## src/rtl/obuf_fifo.sv

```systemverilog
// Registered first-word-fall-through output buffer with a valid/ready handshake on both sides,
// occupancy reporting and a synchronous flush. Every output is decoded from registered state only.
module obuf_fifo #(
  parameter int  WIDTH = 8,
  parameter int  DEPTH = 4,
  localparam int LW    = $clog2(DEPTH + 1)
) (
  input  logic             clk,
  input  logic             rst,
  input  logic             flush,
  input  logic [WIDTH-1:0] in_data,
  input  logic             in_valid,
  output logic             in_ready,
  output logic [WIDTH-1:0] out_data,
  output logic             out_valid,
  input  logic             out_ready,
  output logic [LW-1:0]    level
);

  localparam int            PW     = (DEPTH > 1) ? $clog2(DEPTH) : 1;
  localparam logic [LW-1:0] FULL_L = LW'(DEPTH);

  logic [WIDTH-1:0] mem [DEPTH];
  logic [PW-1:0]    wr_ptr;
  logic [PW-1:0]    rd_ptr;
  logic [LW-1:0]    count;
  logic             push;
  logic             pop;

  // in_ready looks at count alone, so a full buffer refuses a word even in a cycle that pops.
  assign in_ready  = (count != FULL_L);
  assign out_valid = (count != '0);
  assign out_data  = out_valid ? mem[rd_ptr] : '0;
  assign level     = count;

  assign push = in_valid & in_ready;
  assign pop  = out_valid & out_ready;

  // NOTE: sequential state uses non-blocking assignments so that every register samples pre-edge values.
  always_ff @(posedge clk) begin
    if (rst || flush) begin
      wr_ptr <= '0;
      rd_ptr <= '0;
      count  <= '0;
    end else begin
      if (push) wr_ptr <= wr_ptr + 1'b1;
      if (pop)  rd_ptr <= rd_ptr + 1'b1;
      if (push && !pop)      count <= count + 1'b1;
      else if (pop && !push) count <= count - 1'b1;
    end
  end

  // NOTE: storage is deliberately not reset; stale entries are never visible because out_data is masked while empty.
  always_ff @(posedge clk) begin
    if (push && !rst && !flush) mem[wr_ptr] <= in_data;
  end

endmodule

```

## config.mk

```make
export PLATFORM = sky130hd
export DESIGN_NAME = obuf_fifo
export DESIGN_NICKNAME = d
export VERILOG_FILES = /design/src/rtl/obuf_fifo.sv
export SDC_FILE = /design/constraint.sdc
export NUM_CORES = 1
export LEC_CHECK = 0
export ABC_AREA = 1
export CORE_MARGIN = 5
export CORE_UTILIZATION = 40
export CTS_CLUSTER_DIAMETER = 30
export CTS_CLUSTER_SIZE = 16
export DETAILED_ROUTE_END_ITERATION = 12
export PLACE_DENSITY = 0.6
export SYNTH_ARGS = -nofsm -noshare
export SYNTH_HDL_FRONTEND = slang
export SYNTH_SLANG_ARGS = --single-unit
```

## constraint.sdc

```tcl
create_clock -name clk -period 3.3 [get_ports clk]
set_input_delay 0.66 -clock clk [delete_from_list [all_inputs] [get_ports clk]]
set_output_delay 0.66 -clock clk [all_outputs]
set_load 0.005 [all_outputs]
```

* After elaboration in Yosys (flattened, before gate mapping) *
Memories as Yosys holds them, arrays and structs flattened. A register that Yosys moved wholly into a read port is not among the register bits.
Cells that the tools add are included.

operators by class
  add/sub/neg operators = 4
  eq/ne operators = 1
  muxes and demuxes = 7
  bitwise logic cells = 2
  reduce and logical (&&, ||, !) cells = 11

operators with widths
  kind                                                                 count
  8-bit 2-to-1 mux                                                     1
  3-bit 2-to-1 mux                                                     2
  2-bit by 1-bit adder with 2-bit output (second input constant)       2
  1-bit logical AND                                                    4
  1-bit zero test                                                      4
  2-bit 2-to-1 mux                                                     2
  3-bit by 1-bit adder with 3-bit output (second input constant)       1
  3-bit inequality test (second input constant)                        1
  3-bit nonzero test                                                   1
  3-bit by 1-bit subtractor with 3-bit output (second input constant)  1
  1-bit bitwise AND                                                    2
  1-bit 2-to-1 mux                                                     2
  2-bit nonzero test                                                   1
  1-bit logical OR                                                     1

storage, ports and cells
  register bits after elaboration = 7
  memory bits (writable) = 32
  input bits = 13
  output and inout port bits = 13
  logic and storage cells = 29
  memories kept = 1

memories
  name  depth  bits a word  read ports  clocked after memory_dff  wr ports  RTL line  source
  mem   4      8            1           1                         1         23        logic [WIDTH-1:0] mem [DEPTH];

* Longest topological paths before layout *
Gate-level depths: netlist (run 1).

  depth in word-level cells = 6
  gate-level depth with buffers = 12
  gate-level depth less buffers = 12

* Worst setup path after synthesis (run 1) *
No wires, ideal clock.

  kind = input to register
  start point = in in_valid
  end point = reg count[2] (netlist: level[2])
  library setup time = 113 ps
  data arrival time = 1738 ps
  required time = 3187 ps
  path slack = 1449 ps
  stages on the path = 10
  path buffers = 0
  path through = a21boi_2 > ha_1 > inv_1 > fa_1 > inv_1 > nand2_1 > nand3_1 > nand2_1 > nand2_1 > nor2_1

between the ends
  word-level cells in the longest chain between the ends = 4
  elaborated cells on any way between the ends = 6
  classes of those cells = mux: 1; bitwise: 1; reduce/logical: 4

ends and longest elaborated chain
  element                       RTL line  source
  from (decl)                   12        input logic in_valid,
  1-bit bitwise AND (*)         36        assign push = in_valid & in_ready;
  1-bit zero test               49        else if (pop && !push) count <= count - 1'b1;
  1-bit logical AND             49
  2-bit nonzero test (no line)  -
  to (signal assigned)          48        if (push && !pop) count <= count + 1'b1;
  to (signal assigned)          49
  to (decl)                     26        logic [LW-1:0] count;

Every way passes the cells marked *; elsewhere a longest branch is shown, timed or not.
A chain may end at the register's enable or synchronous reset.

==> results of run 1 <==
==> synth_stat cells, drive strengths merged <==
library cell / count / area share, %
fa: 1 / 1.1
o21ai: 16 / 4.6
nand3: 4 / 1.1
dfxtp: 9 / 10
a21boi: 1 / 0.64
nor2: 45 / 10
nand2: 17 / 3.8
xor2: 1 / 0.50
ha: 5 / 3.6
buf: 4 / 2.0
nand3b: 1 / 0.43
inv: 16 / 3.4
a21oi: 12 / 3.4
edfxtp: 32 / 55
==> routing by layer <==
layer  part of all wire [%]  up-vias  track usage (%)
li1                       -      606                -
met1                     44      544             13.3
met2                     51       23             19.0
met3                    4.1        7             3.43
met4                    1.4        0             5.07
met5                      0        -                0
==> cells by family after synthesis <==
family                     synth area share, %
xor gates and xnor gates                 0.500
and+or+nand+nor                           15.6
adders and majority gates                 4.71
DFF                                       65.1
buffers and inverters                     5.43
AOI/OAI and AO/OA                         8.64
==> cell type report <==
cell class	instances	area [µm²]
Clock buffer	5	68.8
Clock inverter	3	17.5
Fill cell	383	2150
Inverter	16	60.1
Multi-Input combinational cell	103	515
Sequential cell	41	1140
Tap cell	52	65.1
Timing Repair Buffer	29	280
==> sequential cells by signal, indices dropped and copies added (netlist names), named ones only <==
signal	flops
rd_ptr	2
wr_ptr	2
mem	32
level	3
==> report_power, final <==
group          switching (mW)  internal [mW]
Combinational          0.0750         0.0782
Clock                   0.161          0.146
Sequential             0.0126          0.567
==> cells in the final DEF (no fill, tap or decap), types with 5 or more instances in the layout <==
cell type         n
inv_1            15
nand2_1          16
clkdlybuf4s50_1  25
nor2_1           43
o21ai_0           6
edfxtp_1         32
o21ai_1          10
dfxtp_1           9
clkbuf_8          5
a21oi_1          12
ha_1              5
==> final timing paths <==
check / startpoint / to / slack [ns] / cells past startpoint
worst max-delay path: flip-flop / out_data[7] / 0.64 / 4
worst min-delay path: rd_ptr[0] / rd_ptr[0] / 0.52 / 2
worst max register to register: level[1] / level[2] / 1.46 / 11
worst min register to register: rd_ptr[0] / rd_ptr[0] / 0.52 / 2
==> tightest hold or removal path: stages (launching register included) <==
cell and delay, ns:
dfxtp_1 0.33, nand2_1 0.09, a21oi_1 0.06
==> run_results.csv, run 1 <==
group,metric,value,unit
yosys,syn_inst,164,
timing,min_period,2.66,ns
placement,gp_congestion,0.714,
worst_hold_path,hold_path_class,"flip-flop to flip-flop",
yosys,post_synth_instance_area,0.00175,mm²
timing,hold_viol_final,0,
global_routing,grt_pass1_vias,1192,
route,avgViaCountPerCell,4.74,
layout,finalCoreUtilization,50.0,%
layout,syn2layout_area_growth,22.6,%
floorplan,num_rows,24,
yosys,ys_types,21,
route,wl_per_cell,12.9,µm
floorplan,initial_utilization,40.8,%
clock_tree,clk_latency,0.28,ns
power_and_ir_drop,power,1.04,mW
setup_path,crit_family,"buffers and inverters",
timing,holdWs,0.522,ns
setup_path,cp.arrival,2.00,ns
yosys,synth_nets,183,
clock_tree,clock_path_buffers,2,
timing,worst-slew-pin-transition,0.581,ns
floorplan,dieArea,0.00580,mm²
power_and_ir_drop,peakVddDrop,0.302,mV
timing,setup_violations,0,
setup_path,start_kind,"flip-flop",
route,dr.pass1.iters,4,
yosys,synth_warnings,0,
power_and_ir_drop,p_per_area,484,mW/mm²
clock_tree,cts-root-buf,"clkbuf_8",
timing,maxSlewViolCount,0,
timing,timing.fmax,376,MHz
layout,final_area,0.00215,mm²
placement,dp_slack,0.807,ns
layout,fin_nets,215,
clock_tree,cts.clk_slew.worst_paths,0.07,ns
timing,fin_setup_tns,0,ns
global_routing,grt_usage,11.3,%
timing,worst_clock_skew,0.00379,ns
layout,drive_gt1_share,8.63,%
timing,period_share,80.7,%
clock_tree,post_cts_buffers,0,
placement,dp.cells,241,
global_routing,grt_start_max_net_pins,18,
yosys,synth_seq_cells,41,
setup_path,worstSetupEndpointType,"primary output",
global_routing,grt_pass1_wl,5220,µm
route,route.detailed.drc,0,
layout,diodes,0,
yosys,ys_seq_area_share,65.1,%
setup_path,cp.required,2.64,ns
floorplan,die_h,76.2,µm
placement,dp_hpwl,2300,µm
setup_path,worst-path-buf-inv,2,
yosys,syn_area_per_cell,10.7,µm²
clock_tree,clkSinkCount,41,
floorplan,top_level_ports,26,
clock_tree,cts_resized,0,
layout,fin_cells,249,
clock_tree,htreeDepth,2,
floorplan,fp.coreArea,0.00429,mm²
setup_path,crit_slowest_cell,"dfxtp_1",
route,wirelength,3210,µm
route,vias,1180,
setup_path,path_class,"flip-flop to primary output",
flow_run,drv_cap,0,
clock_tree,cts_made_buffers,5,
setup_path,cp_max_fo,17,
setup_path,cp_cell_sequence,"inv_2 -> o21ai_0 -> a21oi_1 -> clkdlybuf4s50_1",
clock_tree,cts_tree,"done",
route,drt.antenna.violating_nets,0,
route,drtIter0Drc,76,
global_routing,antenna_found_initial,0,
setup_path,slowest_delay,0.69,ns
placement,place.port_buffers,25,
placement,placed_area,0.00206,mm²
timing,slew_headroom,61.2,%
power_and_ir_drop,leakage,0.775,nW
timing,grt_setup_unrepaired,"false",
global_routing,grt-ovfl-total,0,
clock_tree,cts_hold_buf,0,
status,status,"completed",
timing,layout_setup_ws,0.638,ns
floorplan,die_w,76.2,µm
Note: power is estimated with default switching activity, not from simulation.
==> inputs of run 2 (changes only) <==
--- a/config.mk
+++ b/config.mk
@@ -11,7 +11,7 @@
 export CTS_CLUSTER_DIAMETER = 30
 export CTS_CLUSTER_SIZE = 16
 export DETAILED_ROUTE_END_ITERATION = 12
-export PLACE_DENSITY = 0.6
+export PLACE_DENSITY = 0.62
 export SYNTH_ARGS = -nofsm -noshare
 export SYNTH_HDL_FRONTEND = slang
 export SYNTH_SLANG_ARGS = --single-unit
==> constraint.sdc (replaced) <==
create_clock -name clk -period 2.3 [get_ports clk]
set_input_delay 0.46 -clock clk [delete_from_list [all_inputs] [get_ports clk]]
set_output_delay 0.46 -clock clk [all_outputs]
set_load 0.005 [all_outputs]
==> run_results.csv, run 2 (same netlist as run 1, synthesis figures left out) <==
group,metric,value,unit
timing,period_share,97.0,%
global_routing,grt_pass1_vias,1214,
route,wl_per_cell,12.8,µm
timing,worst_clock_skew,0.0109,ns
flow_run,drv_cap,0,
layout,syn2layout_area_growth,27.2,%
clock_tree,cts.clk_slew.worst_paths,0.08,ns
layout,final_cell_mix,"nor2_1, edfxtp_1, clkdlybuf4s50_1",
layout,drive_gt1_share,14.3,%
power_and_ir_drop,leakage,0.833,nW
route,vias,1191,
layout,final.fill_count,370,
floorplan,die_w,76.2,µm
timing,setup_violations,0,
timing,hold_viol_final,0,
route,drt.antenna.violating_nets,0,
timing,min_period,2.23,ns
global_routing,grt_start_max_net_pins,17,
clock_tree,cts_tree,"done",
setup_path,cp_cell_sequence,"inv_1 -> nand2_2 -> clkinvlp_4 -> a21oi_1 -> clkdlybuf4s50_1",
timing,holdWs,0.502,ns
route,wirelength,3270,µm
setup_path,r2r.worst_path.cells,13,
route,avgViaCountPerCell,4.67,
setup_path,start_kind,"flip-flop",
clock_tree,cts_made_buffers,5,
layout,fin_nets,221,
floorplan,initial_utilization,40.8,%
clock_tree,htreeDepth,2,
clock_tree,cts-root-buf,"clkbuf_8",
worst_hold_path,holdPathStages,2,
floorplan,dieArea,0.00580,mm²
timing,grt_setup_unrepaired,"true",
timing,timing.fmax,448,MHz
setup_path,crit_slowest_cell,"clkdlybuf4s50_1",
placement,dp_hpwl,2340,µm
timing,slew_headroom,80.0,%
setup_path,cp.arrival,1.77,ns
power_and_ir_drop,p_per_area,707,mW/mm²
floorplan,fp.coreArea,0.00429,mm²
clock_tree,clkSinkCount,41,
layout,finalCoreUtilization,51.9,%
global_routing,grt_usage,12.0,%
timing,maxSlewViolCount,0,
setup_path,slowest_delay,0.53,ns
global_routing,grt_pass1_wl,5490,µm
timing,worst-slew-pin-transition,0.299,ns
floorplan,num_rows,24,
route,route.detailed.drc,0,
clock_tree,cts_hold_buf,0,
placement,gp_congestion,0.743,
clock_tree,clk_latency,0.29,ns
placement,place.port_buffers,25,
worst_hold_path,hold_path_class,"flip-flop to flip-flop",
layout,layout_commonest_cell,"nor2_1",
setup_path,worstSetupEndpointType,"primary output",
setup_path,path_class,"flip-flop to primary output",
setup_path,cp_max_fo,8,
power_and_ir_drop,peakVddDrop,0.375,mV
route,dr.pass1.iters,4,
route,drtIter0Drc,118,
global_routing,antenna_found_initial,0,
status,status,"completed",
layout,diodes,0,
layout,largest_register,"mem",
floorplan,die_h,76.2,µm
global_routing,grt-ovfl-total,0,
clock_tree,clock_path_buffers,2,
floorplan,top_level_ports,26,
setup_path,cp.required,1.84,ns
layout,largest_register_ffs,32,
-- run 2: worst paths after layout --
path	startpoint	endpoint	slack, ns
max	level[2]	out_data[7]	0.07
min	level[1]	level[1]	0.50
max reg2reg	level[1]	level[2]	0.36
min reg2reg	level[1]	level[1]	0.50
-- run 2: cell type report --
class	instances	area, µm²	share of cell area [%]
multi-input cells	103	519	23.3
clock buffers	7	96.3	4.32
repair buffers	35	328	14.7
clock inverters	1	5.00	0.225
flip-flops and latches	41	1150	51.7
inverters	16	63.8	2.86
well taps	52	65.1	2.92
-- run 2: worst max-delay path, delay by kind of cell, from the launching register on --
family          cells  cell delay [ns]
compound gates      1             0.20
buf+inv             3             0.81
flops               1             0.36
simple gates        1             0.11
-- run 2: power by group --
group          internal, mW  leakage (nW)  switching (mW)  total (mW)
registers             0.815         0.365          0.0146       0.829
logic                 0.124         0.414           0.118       0.242
clock network         0.271        0.0542           0.233       0.504
-- run 2: repair_timing --
| item | in CTS | in global routing |
|---|---|---|
| setup buffers | 0 | 2 |
| resized for setup | 1 | 8 |
| pin swaps | 0 | 1 |
| setup endpoints to repair | 5 | 8 |
| hold endpoints to repair | 0 | 0 |
-- run 2: metrics by stage --
| step | std cells | setup WS (ns) | total power [mW] | cell area [µm²] | TNS, ns |
|---|---|---|---|---|---|
| CTS | 253 | 0.000834 | 1.58 | 2190 | 0 |
| global route | 255 | -0.0181 | 1.66 | 2230 | -0.0211 |
| finish | 255 | 0.0685 | 1.58 | 2230 | 0 |
| detailed placement | 245 | 0.0768 | 1.08 | 2090 | 0 |
| floorplan | 164 | 0.619 | 0.957 | 1750 | 0 |
| global placement | 245 | 0.148 | 1.07 | 2090 | 0 |
-- run 2: routing by layer --
metal	GRT usage [%]	wire length, µm
met2	21.1	1660
met3	4.26	141
met5	0	0
met4	4.72	54
met1	13.0	1410
==> inputs of run 3 (changes only) <==
--- a/config.mk
+++ b/config.mk
@@ -6,7 +6,7 @@
 export NUM_CORES = 1
 export LEC_CHECK = 0
 export ABC_AREA = 1
-export CORE_MARGIN = 5
+export CORE_MARGIN = 4
 export CORE_UTILIZATION = 40
 export CTS_CLUSTER_DIAMETER = 30
 export CTS_CLUSTER_SIZE = 16
==> run_results.csv, run 3 (same netlist as run 1, synthesis figures left out) <==
group,metric,value,unit
global_routing,use_met1,14.9,%
timing,min_period,2.25,ns
layout,fin_nets,223,
global_routing,grt-ovfl-total,0,
layout,finalCoreUtilization,55.5,%
setup_path,startpoint,"level[2]",
floorplan,num_rows,23,
power_and_ir_drop,peakVddDrop,0.322,mV
timing,hold_viol_final,0,
worst_hold_path,hold_path_end,"level[1]",
route,drt.antenna.violating_nets,0,
placement,place.port_buffers,25,
layout,layout_commonest_cell,"nor2_1",
floorplan,fp.coreArea,0.00412,mm²
global_routing,met3_usage,4.32,%
setup_path,worstReg2RegStart,"level[1]",
timing,slew_headroom,79.2,%
layout,syn2layout_area_growth,30.4,%
layout,final_cell_mix,"nor2_1, edfxtp_1, clkdlybuf4s50_1",
clock_tree,cts_hold_buf,0,
route,wirelength,3310,µm
timing,setup_violations,0,
power_and_ir_drop,p_switching,0.377,mW
power_and_ir_drop,p_per_area,721,mW/mm²
floorplan,initial_utilization,42.6,%
setup_path,cp_max_fo,8,
setup_path,crit_slowest_cell,"clkdlybuf4s50_1",
floorplan,dieArea,0.00550,mm²
route,vias,1239,
timing,grt_setup_unrepaired,"true",
timing,worst_clock_skew,0.00810,ns
power_and_ir_drop,p_seq_share,50.4,%
route,avgViaCountPerCell,4.86,
global_routing,grt_pass1_vias,1239,
power_and_ir_drop,leakage,0.873,nW
setup_path,start_kind,"flip-flop",
route,drtIter0Drc,42,
setup_path,worstSetupEndpointType,"primary output",
layout,diodes,0,
power_and_ir_drop,sw_frac_of_total,22.9,%
power_and_ir_drop,combinationalPowerShare,15.9,%
clock_tree,cts-root-buf,"clkbuf_8",
clock_tree,clock_path_buffers,2,
global_routing,antenna_found_initial,0,
setup_path,reg2reg_slack,0.47,ns
timing,fin_setup_tns,0,ns
placement,gp_congestion,0.759,
layout,drive_gt1_share,17.1,%
worst_hold_path,hp-start,"level[1]",
placement,dp_hpwl,2320,µm
floorplan,top_level_ports,26,
worst_hold_path,holdPathStages,2,
layout,largest_register_ffs,32,
setup_path,worst_r2r_endpoint,"level[2]",
timing,period_share,97.6,%
clock_tree,cts_made_buffers,5,
setup_path,cp.arrival,1.79,ns
route,dr.pass1.iters,4,
flow_run,drv_cap,0,
global_routing,top_usage_layer,"met2",
clock_tree,cts_tree,"done",
clock_tree,htreeDepth,2,
setup_path,path_class,"flip-flop to primary output",
timing,maxSlewViolCount,0,
setup_path,cp.required,1.84,ns
power_and_ir_drop,clkPwrFrac,33.7,%
global_routing,grt_start_max_net_pins,17,
layout,final_area,0.00228,mm²
timing,holdWs,0.505,ns
global_routing,grt_usage,13.5,%
power_and_ir_drop,p_int,1.27,mW
setup_path,cp_cell_sequence,"inv_1 -> nand2_4 -> clkinvlp_4 -> a21oi_1 -> clkdlybuf4s50_1",
clock_tree,cts.clk_slew.worst_paths,0.08,ns
global_routing,met2_usage,24.7,%
floorplan,die_h,74.2,µm
timing,timing.fmax,445,MHz
clock_tree,clk_latency,0.29,ns
route,wl_per_cell,13.0,µm
worst_hold_path,hold_path_class,"flip-flop to flip-flop",
floorplan,die_w,74.2,µm
route,route.detailed.drc,0,
setup_path,slowest_delay,0.52,ns
layout,final.fill_count,352,
setup_path,crit_family,"buffers and inverters",
setup_path,r2r.worst_path.cells,12,
status,status,"completed",
layout,largest_register,"mem",
clock_tree,clkSinkCount,41,
global_routing,grt_pass1_wl,5530,µm
timing,worst-slew-pin-transition,0.312,ns
placement,placed_area,0.00209,mm²
setup_path,worst-path-buf-inv,3,
[run 3: cell count changes in the layout (fill, tap and decap cells not counted), moves of 2 or more]
cell and change:
a21oi_2 +5, clkbuf_8 -2, clkdlybuf4s50_1 -2, dlymetal6s2s_1 +2, a21oi_1 -5
[run 3: final cells by class]
class                   instances  area (µm²)  area share [%]
repair buffers                 37         352            15.4
clock buffers                   5        68.8            3.01
inverters                      16        63.8            2.79
multi-input cells             103         543            23.8
clock inverters                 3        41.3            1.81
flip-flops and latches         41        1150            50.5
well taps                      50        62.6            2.74
[run 3: repair_timing]
action,in CTS,in global routing
buffers inserted,0,4
setup endpoints to repair,7,8
resized for setup,3,16
[run 3: worst max path at each step]
stage,end,slack (ns),cells after the start
4_1_cts,out_data[1],0.007,6
3_5_place_dp,level[2],0.07,11
5_1_grt,out_data[6],-0.03,5
6_report,out_data[6],0.05,5
2_1_floorplan,level[2],0.62,11
3_3_place_gp,level[2],0.14,11
[run 3: power by group through the flow]
stage | clock network (mW) | logic [mW] | registers [mW]
5_1_grt | 0.602 | 0.289 | 0.833
3_3_place_gp | 0 | 0.222 | 0.846
4_1_cts | 0.566 | 0.230 | 0.832
3_5_place_dp | 0 | 0.229 | 0.847
6_report | 0.555 | 0.262 | 0.830
2_1_floorplan | 0 | 0.113 | 0.844
[run 3: routing by layer]
layer  vias up  wire length [µm]
met2        20              1750
li1        625                 -
met4         0                46
met1       589              1370
met3         5               140
met5         -                 0
[run 3: per-stage QoR]
step | std cells | total power [mW] | setup WS (ns)
2_1_floorplan | 164 | 0.957 | 0.619
3_3_place_gp | 243 | 1.07 | 0.144
3_5_place_dp | 243 | 1.08 | 0.0660
4_1_cts | 251 | 1.63 | 0.00734
5_1_grt | 255 | 1.72 | -0.0263
6_report | 255 | 1.65 | 0.0544
[run 3: tightest hold or removal path, cell delays in order, from the launching register on]
cell and delay [ns]:
dfxtp_2 0.36, nand2_1 0.06, a21oi_1 0.05
